### src/rtl/rf_write_arbiter_if.sv
// Write-port bundle shared between the writeback requesters and the
// register file write arbiter. The arbiter takes the slave view; the
// requesters / register file side take the master view.
interface rf_write_arbiter_if #(
  parameter int NUM_REQ    = 3,
  parameter int DATA_WIDTH = 32,
  parameter int ADDR_WIDTH = 5
);
  // Requester side: flattened, requester i occupies slice i.
  logic [NUM_REQ-1:0]            req_valid;
  logic [NUM_REQ*ADDR_WIDTH-1:0] req_addr;
  logic [NUM_REQ*DATA_WIDTH-1:0] req_data;
  logic [NUM_REQ-1:0]            req_ready;

  // Register file write port and sweep status.
  logic                          rf_wen;
  logic [ADDR_WIDTH-1:0]         rf_waddr;
  logic [DATA_WIDTH-1:0]         rf_wdata;
  logic                          init_done;

  modport master (
    output req_valid,
    output req_addr,
    output req_data,
    input  req_ready,
    input  rf_wen,
    input  rf_waddr,
    input  rf_wdata,
    input  init_done
  );

  modport slave (
    input  req_valid,
    input  req_addr,
    input  req_data,
    output req_ready,
    output rf_wen,
    output rf_waddr,
    output rf_wdata,
    output init_done
  );
endinterface

### src/rtl/rf_write_arbiter.sv
// Register file write-port arbiter.
// After reset it sweeps zeros into registers 1..2^ADDR_WIDTH-1, then
// shares the single write port between NUM_REQ writeback requesters in
// round-robin order. Writes to register 0 are accepted but dropped, so
// register 0 keeps reading as zero.
module rf_write_arbiter #(
  parameter int NUM_REQ    = 3,
  parameter int DATA_WIDTH = 32,
  parameter int ADDR_WIDTH = 5
) (
  input  logic             clk,
  input  logic             rst,
  rf_write_arbiter_if.slave bus
);

  localparam int PTR_W = (NUM_REQ > 1) ? $clog2(NUM_REQ) : 1;

  localparam logic [0:0] ST_INIT = 1'b0;
  localparam logic [0:0] ST_RUN  = 1'b1;

  localparam logic [ADDR_WIDTH-1:0] CNT_FIRST = ADDR_WIDTH'(1);
  localparam logic [ADDR_WIDTH-1:0] CNT_LAST  = {ADDR_WIDTH{1'b1}};
  localparam logic [ADDR_WIDTH-1:0] ADDR_ZERO = {ADDR_WIDTH{1'b0}};
  localparam logic [PTR_W-1:0]      PTR_LAST  = PTR_W'(NUM_REQ - 1);
  localparam logic [PTR_W:0]        PTR_MOD   = (PTR_W + 1)'(NUM_REQ);

  // State registers and their next-state values.
  logic [0:0]            state_q, state_d;
  logic [ADDR_WIDTH-1:0] cnt_q,   cnt_d;
  logic [PTR_W-1:0]      ptr_q,   ptr_d;
  logic                  wen_q,   wen_d;
  logic [ADDR_WIDTH-1:0] waddr_q, waddr_d;
  logic [DATA_WIDTH-1:0] wdata_q, wdata_d;
  logic                  done_q,  done_d;

  // Grant path.
  logic [PTR_W:0]        cand_s;
  logic                  gnt_found_s;
  logic [PTR_W-1:0]      gnt_idx_s;
  logic [ADDR_WIDTH-1:0] gnt_addr_s;
  logic [DATA_WIDTH-1:0] gnt_data_s;
  logic [NUM_REQ-1:0]    ready_s;
  logic                  run_s;
  logic                  xfer_s;

  assign run_s = (state_q == ST_RUN);

  // Round-robin search: first valid requester starting at ptr, wrapping.
  always_comb begin
    gnt_found_s = 1'b0;
    gnt_idx_s   = ptr_q;
    cand_s      = {1'b0, ptr_q};
    for (int k = 0; k < NUM_REQ; k++) begin
      cand_s = {1'b0, ptr_q} + (PTR_W + 1)'(k);
      if (cand_s >= PTR_MOD) begin
        cand_s = cand_s - PTR_MOD;
      end else begin
        cand_s = cand_s;
      end
      if (!gnt_found_s && bus.req_valid[cand_s[PTR_W-1:0]]) begin
        gnt_found_s = 1'b1;
        gnt_idx_s   = cand_s[PTR_W-1:0];
      end else begin
        gnt_found_s = gnt_found_s;
      end
    end
  end

  // Select the granted requester's address/data and build the one-hot ready.
  always_comb begin
    gnt_addr_s = {ADDR_WIDTH{1'b0}};
    gnt_data_s = {DATA_WIDTH{1'b0}};
    ready_s    = {NUM_REQ{1'b0}};
    for (int i = 0; i < NUM_REQ; i++) begin
      if (gnt_idx_s == PTR_W'(i)) begin
        gnt_addr_s = bus.req_addr[i*ADDR_WIDTH +: ADDR_WIDTH];
        gnt_data_s = bus.req_data[i*DATA_WIDTH +: DATA_WIDTH];
        ready_s[i] = run_s & gnt_found_s;
      end else begin
        ready_s[i] = 1'b0;
      end
    end
  end

  // A transfer happens whenever ready is offered, since ready only goes to a valid requester.
  assign xfer_s = run_s & gnt_found_s;

  // Next-state logic for the sweep counter, round-robin pointer and write port.
  always_comb begin
    state_d = state_q;
    cnt_d   = cnt_q;
    ptr_d   = ptr_q;
    wen_d   = wen_q;
    waddr_d = waddr_q;
    wdata_d = wdata_q;
    done_d  = done_q;
    case (state_q)
      ST_INIT: begin
        wen_d   = 1'b1;
        waddr_d = cnt_q;
        wdata_d = {DATA_WIDTH{1'b0}};
        if (cnt_q == CNT_LAST) begin
          // Last register issued: hold the counter rather than wrap.
          state_d = ST_RUN;
          done_d  = 1'b1;
          cnt_d   = cnt_q;
        end else begin
          cnt_d   = cnt_q + ADDR_WIDTH'(1);
        end
      end
      ST_RUN: begin
        if (xfer_s) begin
          // Register 0 is hard zero: accept the request but suppress the write.
          wen_d   = (gnt_addr_s != ADDR_ZERO);
          waddr_d = gnt_addr_s;
          wdata_d = gnt_data_s;
          if (gnt_idx_s == PTR_LAST) begin
            ptr_d = {PTR_W{1'b0}};
          end else begin
            ptr_d = gnt_idx_s + PTR_W'(1);
          end
        end else begin
          wen_d = 1'b0;
        end
      end
      default: begin
        state_d = ST_INIT;
        cnt_d   = CNT_FIRST;
        ptr_d   = {PTR_W{1'b0}};
        wen_d   = 1'b0;
        done_d  = 1'b0;
      end
    endcase
  end

  // State update; reset restarts the sweep and discards any same-cycle transfer.
  always_ff @(posedge clk) begin
    if (rst) begin
      state_q <= ST_INIT;
      cnt_q   <= CNT_FIRST;
      ptr_q   <= {PTR_W{1'b0}};
      wen_q   <= 1'b0;
      waddr_q <= {ADDR_WIDTH{1'b0}};
      wdata_q <= {DATA_WIDTH{1'b0}};
      done_q  <= 1'b0;
    end else begin
      state_q <= state_d;
      cnt_q   <= cnt_d;
      ptr_q   <= ptr_d;
      wen_q   <= wen_d;
      waddr_q <= waddr_d;
      wdata_q <= wdata_d;
      done_q  <= done_d;
    end
  end

  assign bus.req_ready = ready_s;
  assign bus.rf_wen    = wen_q;
  assign bus.rf_waddr  = waddr_q;
  assign bus.rf_wdata  = wdata_q;
  assign bus.init_done = done_q;

endmodule

### src/flat_wrapper.sv
// flat-port wrapper written by rule: the top's interface ports become plain ports
module rf_write_arbiter_flat 
#(
  parameter int NUM_REQ    = 3,
  parameter int DATA_WIDTH = 32,
  parameter int ADDR_WIDTH = 5
)
  (clk, rst, bus_req_valid, bus_req_addr, bus_req_data, bus_req_ready, bus_rf_wen, bus_rf_waddr, bus_rf_wdata, bus_init_done);
  rf_write_arbiter_if #(.NUM_REQ(NUM_REQ), .DATA_WIDTH(DATA_WIDTH), .ADDR_WIDTH(ADDR_WIDTH)) bus_i ();
  input  logic clk;
  input  logic rst;
  input wire logic [$bits(bus_i.req_valid)-1:0] bus_req_valid;
  input wire logic [$bits(bus_i.req_addr)-1:0] bus_req_addr;
  input wire logic [$bits(bus_i.req_data)-1:0] bus_req_data;
  output wire logic [$bits(bus_i.req_ready)-1:0] bus_req_ready;
  output wire logic [$bits(bus_i.rf_wen)-1:0] bus_rf_wen;
  output wire logic [$bits(bus_i.rf_waddr)-1:0] bus_rf_waddr;
  output wire logic [$bits(bus_i.rf_wdata)-1:0] bus_rf_wdata;
  output wire logic [$bits(bus_i.init_done)-1:0] bus_init_done;
  assign bus_i.req_valid = bus_req_valid;
  assign bus_i.req_addr = bus_req_addr;
  assign bus_i.req_data = bus_req_data;
  assign bus_req_ready = bus_i.req_ready;
  assign bus_rf_wen = bus_i.rf_wen;
  assign bus_rf_waddr = bus_i.rf_waddr;
  assign bus_rf_wdata = bus_i.rf_wdata;
  assign bus_init_done = bus_i.init_done;
  rf_write_arbiter #(.NUM_REQ(NUM_REQ), .DATA_WIDTH(DATA_WIDTH), .ADDR_WIDTH(ADDR_WIDTH)) u_core (.clk(clk), .rst(rst), .bus(bus_i));
endmodule
### config.mk
export PLATFORM = sky130hd
export DESIGN_NAME = rf_write_arbiter_flat
export DESIGN_NICKNAME = d
export VERILOG_FILES = /design/src/rtl/rf_write_arbiter_if.sv /design/src/rtl/rf_write_arbiter.sv /design/src/flat_wrapper.sv
export SDC_FILE = /design/constraint.sdc
export NUM_CORES = 1
export LEC_CHECK = 0
export CAP_MARGIN = 0
export CORE_ASPECT_RATIO = 0.5
export CORE_MARGIN = 2
export CORE_UTILIZATION = 44
export CTS_CLUSTER_DIAMETER = 50
export CTS_CLUSTER_SIZE = 16
export DETAILED_ROUTE_END_ITERATION = 16
export GPL_ROUTABILITY_DRIVEN = 0
export GPL_TIMING_DRIVEN = 0
export PLACE_DENSITY_LB_ADDON = 0.15
export SYNTH_ARGS = -nofsm -noshare
export SYNTH_HDL_FRONTEND = slang
export SYNTH_SLANG_ARGS = --single-unit
### constraint.sdc
create_clock -name clk -period 7.2 [get_ports clk]
set_input_delay 1.44 -clock clk [delete_from_list [all_inputs] [get_ports clk]]
set_output_delay 1.44 -clock clk [all_outputs]
set_load 0.03 [all_outputs]
## Word-level counts from Yosys, hierarchy flattened

Index checks and enable logic that the tools add are counted.

- Bits in registers: 47
- Latch bits: 0
- Memory bits (writable): 0
- Bits in read-only memories: 0
- Bits of input ports: 116
- Output and inout port bits: 42
- Memories kept: 0

- $add $sub $neg: 7
- Multiply operators: 0
- Div/mod/pow operators: 0
- Magnitude comparators: 6
- Equality and inequality tests: 4
- Shifts and indexed selects: 0
- Muxes and demuxes: 33
- Bitwise logic cells: 3
- Reductions and logical operators: 9

Operator list:

| cell | count |
|---|---|
| two-way mux 32 bit | 4 |
| case mux 32 bit (2 select lines) | 1 |
| two-way mux 5 bit | 4 |
| two-way mux 2 bit | 7 |
| two-way mux 1 bit | 12 |
| case mux 5 bit (2 select lines) | 1 |
| less-than comparator 2 x 3 -> 1 bit, second input constant | 3 |
| binary-select mux 1 bit (select 2 bit) | 3 |
| greater-or-equal comparator 3 x 2 -> 1 bit, second input constant | 2 |
| AND reduction 2 bit | 3 |
| subtractor 2 bit, second input constant | 3 |
| adder 5 x 1 -> 5 bit, second input constant | 1 |
| == test 5 bit, second input constant | 1 |
| nonzero test 5 bit | 1 |
| adder 2 x 1 -> 3 bit, second input constant | 1 |
| adder 2 x 2 -> 3 bit, second input constant | 1 |
| adder 2 x 1 -> 2 bit, second input constant | 1 |
| == test 2 x 1 -> 1 bit, second input constant | 1 |
| == test 2 bit, second input constant | 1 |
| greater-or-equal comparator 2 bit, second input constant | 1 |
| logical AND 1 bit | 2 |
| logical NOT 1 bit | 2 |
| logical NOT 2 bit | 1 |
| != test 2 bit, second input constant | 1 |
| 3 further kinds | 4 |

## Longest topological paths before layout

Gate-level depths: netlist of the first run.

- Word-level depth: 18
- Depth in mapped cells: 11
- Gate-level depth less buffers: 8

## Least setup slack after synthesis of the first run

No wires, ideal clock.

- Path kind: input-to-output
- Start point: in bus_req_valid[0]
- End point: out bus_req_ready[2]
- Arrival: 3132 ps
- Setup slack: 2628 ps
- Cell stages on the path: 7
- Path buffers: 2
- Cell sequence: mux2i_4 > nor2_2 > or3_1 > buf_2 > and2_4 > buf_6 > nor3_1

- Longest elaborated chain between the ends: 11
- Elaborated cells between the ends (all ways): 19
- Those cells by class: eq/ne: 1; mux: 13; bitwise: 1; reduce/logical: 4

Ends and longest elaborated chain:

| item | line | RTL |
|---|---|---|
| start, declared | flat_wrapper.sv:12 | `input wire logic [$bits(bus_i.req_valid)-1:0] bus_req_valid;` |
| binary-select mux 1 bit (select 2 bit) | rf_write_arbiter.sv:60 | `if (!gnt_found_s && bus.req_valid[cand_s[PTR_W-1:0]]) begin` |
| two-way mux 1 bit (not written as such) | rf_write_arbiter.sv:60 |  |
| two-way mux 1 bit | rf_write_arbiter.sv:60 |  |
| logical NOT 1 bit | rf_write_arbiter.sv:60 |  |
| logical AND 1 bit | rf_write_arbiter.sv:60 |  |
| two-way mux 1 bit | rf_write_arbiter.sv:60 |  |
| logical NOT 1 bit | rf_write_arbiter.sv:60 |  |
| logical AND 1 bit | rf_write_arbiter.sv:60 |  |
| two-way mux 2 bit / two-way mux 1 bit (equally long branches) | rf_write_arbiter.sv:60 |  |
| == test 2 bit / bitwise AND 1 bit (equally long branches) | rf_write_arbiter.sv:75, rf_write_arbiter.sv:78 |  |
| two-way mux 1 bit (*) | rf_write_arbiter.sv:75 | `if (gnt_idx_s == PTR_W'(i)) begin` |
| end, declared | flat_wrapper.sv:15 | `output wire logic [$bits(bus_i.req_ready)-1:0] bus_req_ready;` |

Mark *: on every way between the ends. The rest lies on a longest branch, timed or not. The select of a mux whose other input is x is not followed.

## Worst setup path in the final report of the first run

- Start point: in bus_req_valid[0]
- End point: out bus_req_ready[0]

- Longest elaborated chain between the ends: 11
- Elaborated cells between the ends (all ways): 19
- Those cells by class: mux: 13; bitwise: 1; reduce/logical: 5

Ends and longest elaborated chain:

| item | line |
|---|---|
| binary-select mux 1 bit (select 2 bit) | rf_write_arbiter.sv:60 |
| two-way mux 1 bit (not written as such) | rf_write_arbiter.sv:60 |
| two-way mux 1 bit | rf_write_arbiter.sv:60 |
| logical NOT 1 bit | rf_write_arbiter.sv:60 |
| logical AND 1 bit | rf_write_arbiter.sv:60 |
| two-way mux 1 bit | rf_write_arbiter.sv:60 |
| logical NOT 1 bit | rf_write_arbiter.sv:60 |
| logical AND 1 bit | rf_write_arbiter.sv:60 |
| two-way mux 1 bit / two-way mux 2 bit (equally long branches) | rf_write_arbiter.sv:60 |
| bitwise AND 1 bit / logical NOT 2 bit (equally long branches) | rf_write_arbiter.sv:78, rf_write_arbiter.sv:75 |
| two-way mux 1 bit (*) | rf_write_arbiter.sv:75 |

Marks and branches as above.

==> impl_metrics.yaml, run 1 <==
detailed_routing:
  avgRoutedWirePerCell_um: 16.4
  detail_route.first_pass.iterations: 4
  postRouteAntennaNets: 0
  drt-total-wl_mm: 10.9
  drc_errors: 0
  vias: 3704
  dr.first_iter.drc_count: 227
  viasPerCell: 5.55
pwr:
  power.density_nw_per_um2: 138
  ir_worst_vdd_v: 0.0000983
  switching_share_pct: 26.2
  pwr-share-seq_pct: 39.2
  pwr-share-comb_pct: 24.0
  power_switching_w: 0.000179
  p_leak_nw: 1.79
  pwr-share-clk_pct: 36.9
  intPower_w: 0.000503
place:
  dp_hpwl_mm: 8.28
  portBuffers: 157
  numPlacedInstances: 659
timing:
  period_needed_ns: 5.79
  min_period_over_period_pct: 80.4
  setup-tns-final_ns: 0
  max-slew-margin-rel_pct: 53.9
  timing.fmax_mhz: 173
  finClkSkew_ns: 0.00468
  slew_violations: 0
  hold_violations: 0
  grt_setup_unrepaired: "false"
  tightestPinTransition_ns: 0.687
  setup_viol: 0
setup_path:
  cpMostUsedCell: "clkdlybuf4s50_1"
  critical_path_depth: 8
  end_kind: "output port"
  start_kind: "input port"
  cp.arrival_ns: 4.35
  r2r_start: "u_core.ptr_q[0]"
  crit_buf_inv: 3
  cp_max_fo: 8
  reg2reg_to: "u_core.bus.rf_wdata[26]"
  critical_path_class: "input port to output port"
  path_cells: "clkdlybuf4s50_1 -> mux2i_1 -> o22ai_1 -> a2111oi_4 -> nor3_2 -> or3_4 -> inv_1 -> clkdlybuf4s50_1"
  crit_family: "buffers and inverters"
  cp_slowest_cell: "clkdlybuf4s50_1"
  cp.required_ns: 5.76
  reg2reg_slack_ns: 4.23
  r2r.worst_path.cells: 11
  max_stage_delay_ns: 0.65
clocking:
  cts_resized: 0
  numCtsBuffers: 5
  post-cts-setup-buffers: 0
  clockBufferDepth: 2
  h-tree-depth: 2
  path_clk_slew_ns: 0.06
  cts-root-buf: "clkbuf_16"
  hold_buffers: 0
  clkLatencyLatePin_ns: 0.30
  cts_tree: "done"
  cts_sinks: 47
logic_synthesis:
  synth_warnings: 0
  netlist_top_cells_count: "dfxtp_1, o21ai_0, a31oi_1, and3_1"
  syn_inst: 410
  yosys_register_bits: 47
  ys_types: 48
  synth-seq-area-share_pct: 30.3
  syn_area_per_cell_um2: 7.57
  synth.net_count: 531
  synth_edf_count: 0
  netlist_area_um2: 3100
  synth_top_area_share_pct: 30.3
  yosys.area.top_type: "dfxtp_1"
  ys.flop_type: "dfxtp_1"
  synth.area.top_cells: "dfxtp_1, a21boi_0, a31oi_1, and3_1, o21ai_0"
  yosysMostFrequentCell: "dfxtp_1"
  synthArstFlopShare_pct: 0
die:
  design.core.area_um2: 6750
  rows: 21
  dieArea_um2: 7780
  fp.dieH_um: 63.4
  start_util_pct: 46.0
  ioPinCount: 158
  die_w_um: 123
global_routing:
  first_global_vias: 3620
  grt_max_degree: 14
  overflow: 0
  grt.total_usage_pct: 28.5
  grt_pass1_wl_mm: 17.5
  antenna_found_initial: 0
finish:
  drive_gt1_share_pct: 4.52
  post-route-util_pct: 73.2
  layout.nets: 695
  syn2layout_area_growth_pct: 59.4
  n_antenna_cell: 0
  final_cells: 667
min_path:
  min_delay_worst_endpoint: "u_core.bus.init_done"
  holdCritPathClass: "flip-flop to flip-flop"
  min_from: "u_core.bus.init_done"
  hold_depth: 2
run:
  maxCapViolCount: 0
run_status:
  status: "finished clean"
-- cells in the final DEF, fill, tap and decap left out, types with 4 or more instances in the layout --
cell / synthesis / final
and3_1: 38 / 38
clkbuf_1: 31 / 32
clkdlybuf4s50_1: 0 / 157
nand2_1: 11 / 11
nand3_1: 34 / 34
o31a_1: 4 / 4
a21boi_0: 34 / 34
nor4_1: 4 / 4
a211oi_1: 5 / 5
a31oi_1: 38 / 38
inv_1: 6 / 6
o21a_1: 4 / 4
dfxtp_1: 47 / 47
ha_1: 5 / 5
nand2b_1: 5 / 5
buf_2: 6 / 6
clkbuf_16: 0 / 5
o21ai_1: 28 / 28
nor3_1: 7 / 7
o21ai_0: 42 / 42
nor2_1: 17 / 17
a21oi_1: 6 / 6
-- metrics by stage --
stage	cell area (µm²)	hold slack (ns)	total power [W]	worst slack, ns
2_1_floorplan	3100	0.471	0.000347	2.63
3_3_place_gp	4790	0.462	0.000432	1.46
3_5_place_dp	4790	0.461	0.000434	1.44
4_1_cts	4950	0.495	0.000680	1.43
5_1_grt	4950	0.528	0.000706	1.29
6_report	4950	0.494	0.000682	1.41
-- power by group through the flow --
stage / registers, W / clock network [W] / logic [W]
4_1_cts: 0.000267 / 0.000250 / 0.000162
3_5_place_dp: 0.000273 / 0 / 0.000161
3_3_place_gp: 0.000273 / 0 / 0.000159
5_1_grt: 0.000268 / 0.000261 / 0.000178
2_1_floorplan: 0.000276 / 0 / 0.0000709
6_report: 0.000267 / 0.000251 / 0.000163
-- cell type report --
class / instances / area (µm²)
Multi-Input combinational cell: 316 / 1960
Fill cell: 556 / 1810
Sequential cell: 47 / 941
Timing Repair Buffer: 157 / 1570
Inverter: 6 / 22.5
Buffer: 41 / 180
Clock buffer: 8 / 156
Tap cell: 92 / 115
-- sequential cells by signal, summed over array words and instances (netlist names) --
| name | flops |
|---|---|
| u_core.bus.rf_wdata | 32 |
| u_core.bus.rf_waddr | 5 |
| u_core.cnt_q | 5 |
| u_core.ptr_q | 2 |
| u_core.bus.init_done | 1 |
| u_core.bus.rf_wen | 1 |
| u_core.run_s | 1 |
-- cells by family after synthesis --
family	after synthesis	share of synthesized area, %
buf+inv	47	6.53
xor+xnor	3	0.847
compound gates	171	35.0
simple gates	133	23.5
fa+ha+maj	5	2.02
flops	47	30.3
mux	4	1.69
-- per-layer routing --
metal / wire length (µm) / vias up / GRT usage [%]
met2: 5410 / 112 / 50.0
met3: 862 / 18 / 7.25
met1: 4510 / 1712 / 34.8
met4: 167 / 0 / 7.18
li1: - / 1862 / -
met5: 0 / - / 0
-- tightest hold or removal path: stages (launching register included) --
cell and delay, ns:
dfxtp_1 0.34, a21oi_1 0.05, nor2_1 0.07
-- worst max-delay path by stage --
stage | startpoint | end | slack (ns)
CTS | bus_req_valid[0] | bus_req_ready[0] | 1.43
global route | bus_req_valid[0] | bus_req_ready[0] | 1.29
floorplan | bus_req_valid[0] | bus_req_ready[2] | 2.63
finish | bus_req_valid[0] | bus_req_ready[0] | 1.41
global placement | bus_req_valid[0] | bus_req_ready[0] | 1.46
detailed placement | bus_req_valid[0] | bus_req_ready[0] | 1.44
Note: power is estimated with default switching activity, not from simulation.
==> inputs of run 2 (changes only) <==
CORE_UTILIZATION = 37   (was 44)
clock period = 4.85 ns   (was 7.2 ns; I/O delays follow)
==> run 2 against run 1 <==
  * Global-route usage fell by 5.5 points
  * Sequential share of layout area down 0.12 points
  * Sequential power up 49%
  * Die area increased by 18%
  * Final cell count is 2.8% higher
  * Combinational power is 49% higher
  * Worst setup slack worse by 1.2 ns
  * Critical path depth did not move
  * Largest power group unchanged
==> impl_metrics.yaml, run 2 (synthesis results as in run 1) <==
global_routing:
  first_global_vias: 3408
  grt_pass1_wl_mm: 16.6
  grt.total_usage_pct: 23.0
  grt_max_degree: 14
  overflow: 0
  antenna_found_initial: 0
finish:
  largest_register_ffs: 32
  n_antenna_cell: 0
  final_area_um2: 4980
  layout_common_cells: "clkdlybuf4s50_1, dfxtp_1, o21ai_0"
  layout.nets: 694
  drive_gt1_share_pct: 5.05
  syn2layout_area_growth_pct: 60.4
  final_common_cell: "clkdlybuf4s50_1"
timing:
  setup-tns-final_ns: 0
  hold_ws_ns: 0.472
  timing.fmax_mhz: 213
  tightestPinTransition_ns: 0.650
  grt_setup_unrepaired: "false"
  max-slew-margin-rel_pct: 56.4
  finClkSkew_ns: 0.00444
  slew_violations: 0
  period_needed_ns: 4.69
  hold_violations: 0
  setup_viol: 0
  min_period_over_period_pct: 96.6
detailed_routing:
  viasPerCell: 5.47
  drc_errors: 0
  drt-total-wl_mm: 10.7
  avgRoutedWirePerCell_um: 15.6
  dr.first_iter.drc_count: 191
  postRouteAntennaNets: 0
  vias: 3753
  detail_route.first_pass.iterations: 4
setup_path:
  crit_family: "buffers and inverters"
  reg2reg_to: "u_core.bus.rf_wdata[21]"
  start_kind: "input port"
  cpMostUsedCell: "clkdlybuf4s50_1"
  r2r.worst_path.cells: 9
  reg2reg_slack_ns: 1.91
  cp.required_ns: 3.88
  cp_slowest_cell: "clkdlybuf4s50_1"
  crit_buf_inv: 3
  path_cells: "clkdlybuf4s50_1 -> mux2i_2 -> o22ai_1 -> a2111o_1 -> nand3_2 -> buf_2 -> nor3_1 -> clkdlybuf4s50_1"
  max_stage_delay_ns: 0.71
  critical_path_class: "input port to output port"
  cp_max_fo: 10
  end_kind: "output port"
  cp.arrival_ns: 3.72
  r2r_start: "u_core.ptr_q[1]"
pwr:
  switching_share_pct: 26.7
  power_switching_w: 0.000262
  intPower_w: 0.000719
  pwr-share-seq_pct: 40.5
  total_power_w: 0.000981
  pwr-share-comb_pct: 24.8
  ir_worst_vdd_v: 0.000142
  pwr-share-clk_pct: 34.7
  p_leak_nw: 1.81
  power.density_nw_per_um2: 197
clocking:
  h-tree-depth: 2
  clkLatencyLatePin_ns: 0.29
  numCtsBuffers: 5
  cts-root-buf: "clkbuf_16"
  cts_sinks: 47
  cts_tree: "done"
  hold_buffers: 0
  path_clk_slew_ns: 0.06
  clockBufferDepth: 2
place:
  dp_hpwl_mm: 8.36
  dpl_cell_area_um2: 4810
  portBuffers: 157
min_path:
  hold_depth: 2
  min_delay_worst_endpoint: "u_core.bus.init_done"
  min_from: "u_core.bus.init_done"
  holdCritPathClass: "flip-flop to flip-flop"
die:
  design.core.area_um2: 8060
  rows: 23
  fp.dieH_um: 68.8
  ioPinCount: 158
  die_w_um: 134
  start_util_pct: 38.5
  dieArea_um2: 9180
run_status:
  status: "finished clean"
run:
  maxCapViolCount: 0
## run 2: area by class of cell
cell class                      instances  area (µm²)
Buffer                                 40         176
Clock buffer                            7         133
Clock inverter                          1        5.00
Fill cell                             760        3080
Inverter                                6        22.5
Multi-Input combinational cell        316        1990
Sequential cell                        47         941
Tap cell                              112         140
Timing Repair Buffer                  157        1570
## run 2: power groups by stage
stage                     Combinational (W)  Sequential [W]  Clock [W]
after floorplan                    0.000105        0.000409          0
after global placement             0.000239        0.000406          0
after detailed placement           0.000241        0.000406          0
after CTS                          0.000241        0.000397   0.000344
after global routing               0.000265        0.000398   0.000356
final                              0.000243        0.000397   0.000341
## run 2: repair_timing
action,CTS,global route
gates resized for setup,0,6
setup endpoints to repair,0,3
buffers inserted,0,0
## run 2: routing by layer
layer	up-vias	share of wire, %	track usage (%)	wire (µm)
li1	1863	-	-	-
met1	1764	45	29.6	4840
met2	111	47	39.0	5050
met3	15	6.4	5.63	686
met4	0	1.3	7.18	142
met5	-	0	0	0
## run 2: worst max-delay path by stage
stage                           from                to  slack, ns  cells past startpoint
detailed placement  bus_req_valid[0]  bus_req_ready[0]       0.04                      8
global placement    bus_req_valid[0]  bus_req_ready[0]       0.04                      8
global route        bus_req_valid[0]  bus_req_ready[2]       0.04                      8
CTS                 bus_req_valid[0]  bus_req_ready[0]       0.03                      8
floorplan           bus_req_valid[0]  bus_req_ready[2]       1.22                      7
finish              bus_req_valid[0]  bus_req_ready[2]       0.16                      8
## run 2: metrics by stage
stage	utilization (%)	cells	worst slack (ns)
after detailed placement	59.8	679	0.0356
after global routing	61.8	686	0.0374
after CTS	61.5	687	0.0279
after floorplan	-	410	1.22
after global placement	59.8	679	0.0370
final	61.8	686	0.164
## run 2: tightest hold or removal path, cell delays in order, from the launching register on
cell     delay (ns)
dfxtp_1        0.33
a21oi_1        0.04
nor2_1         0.07
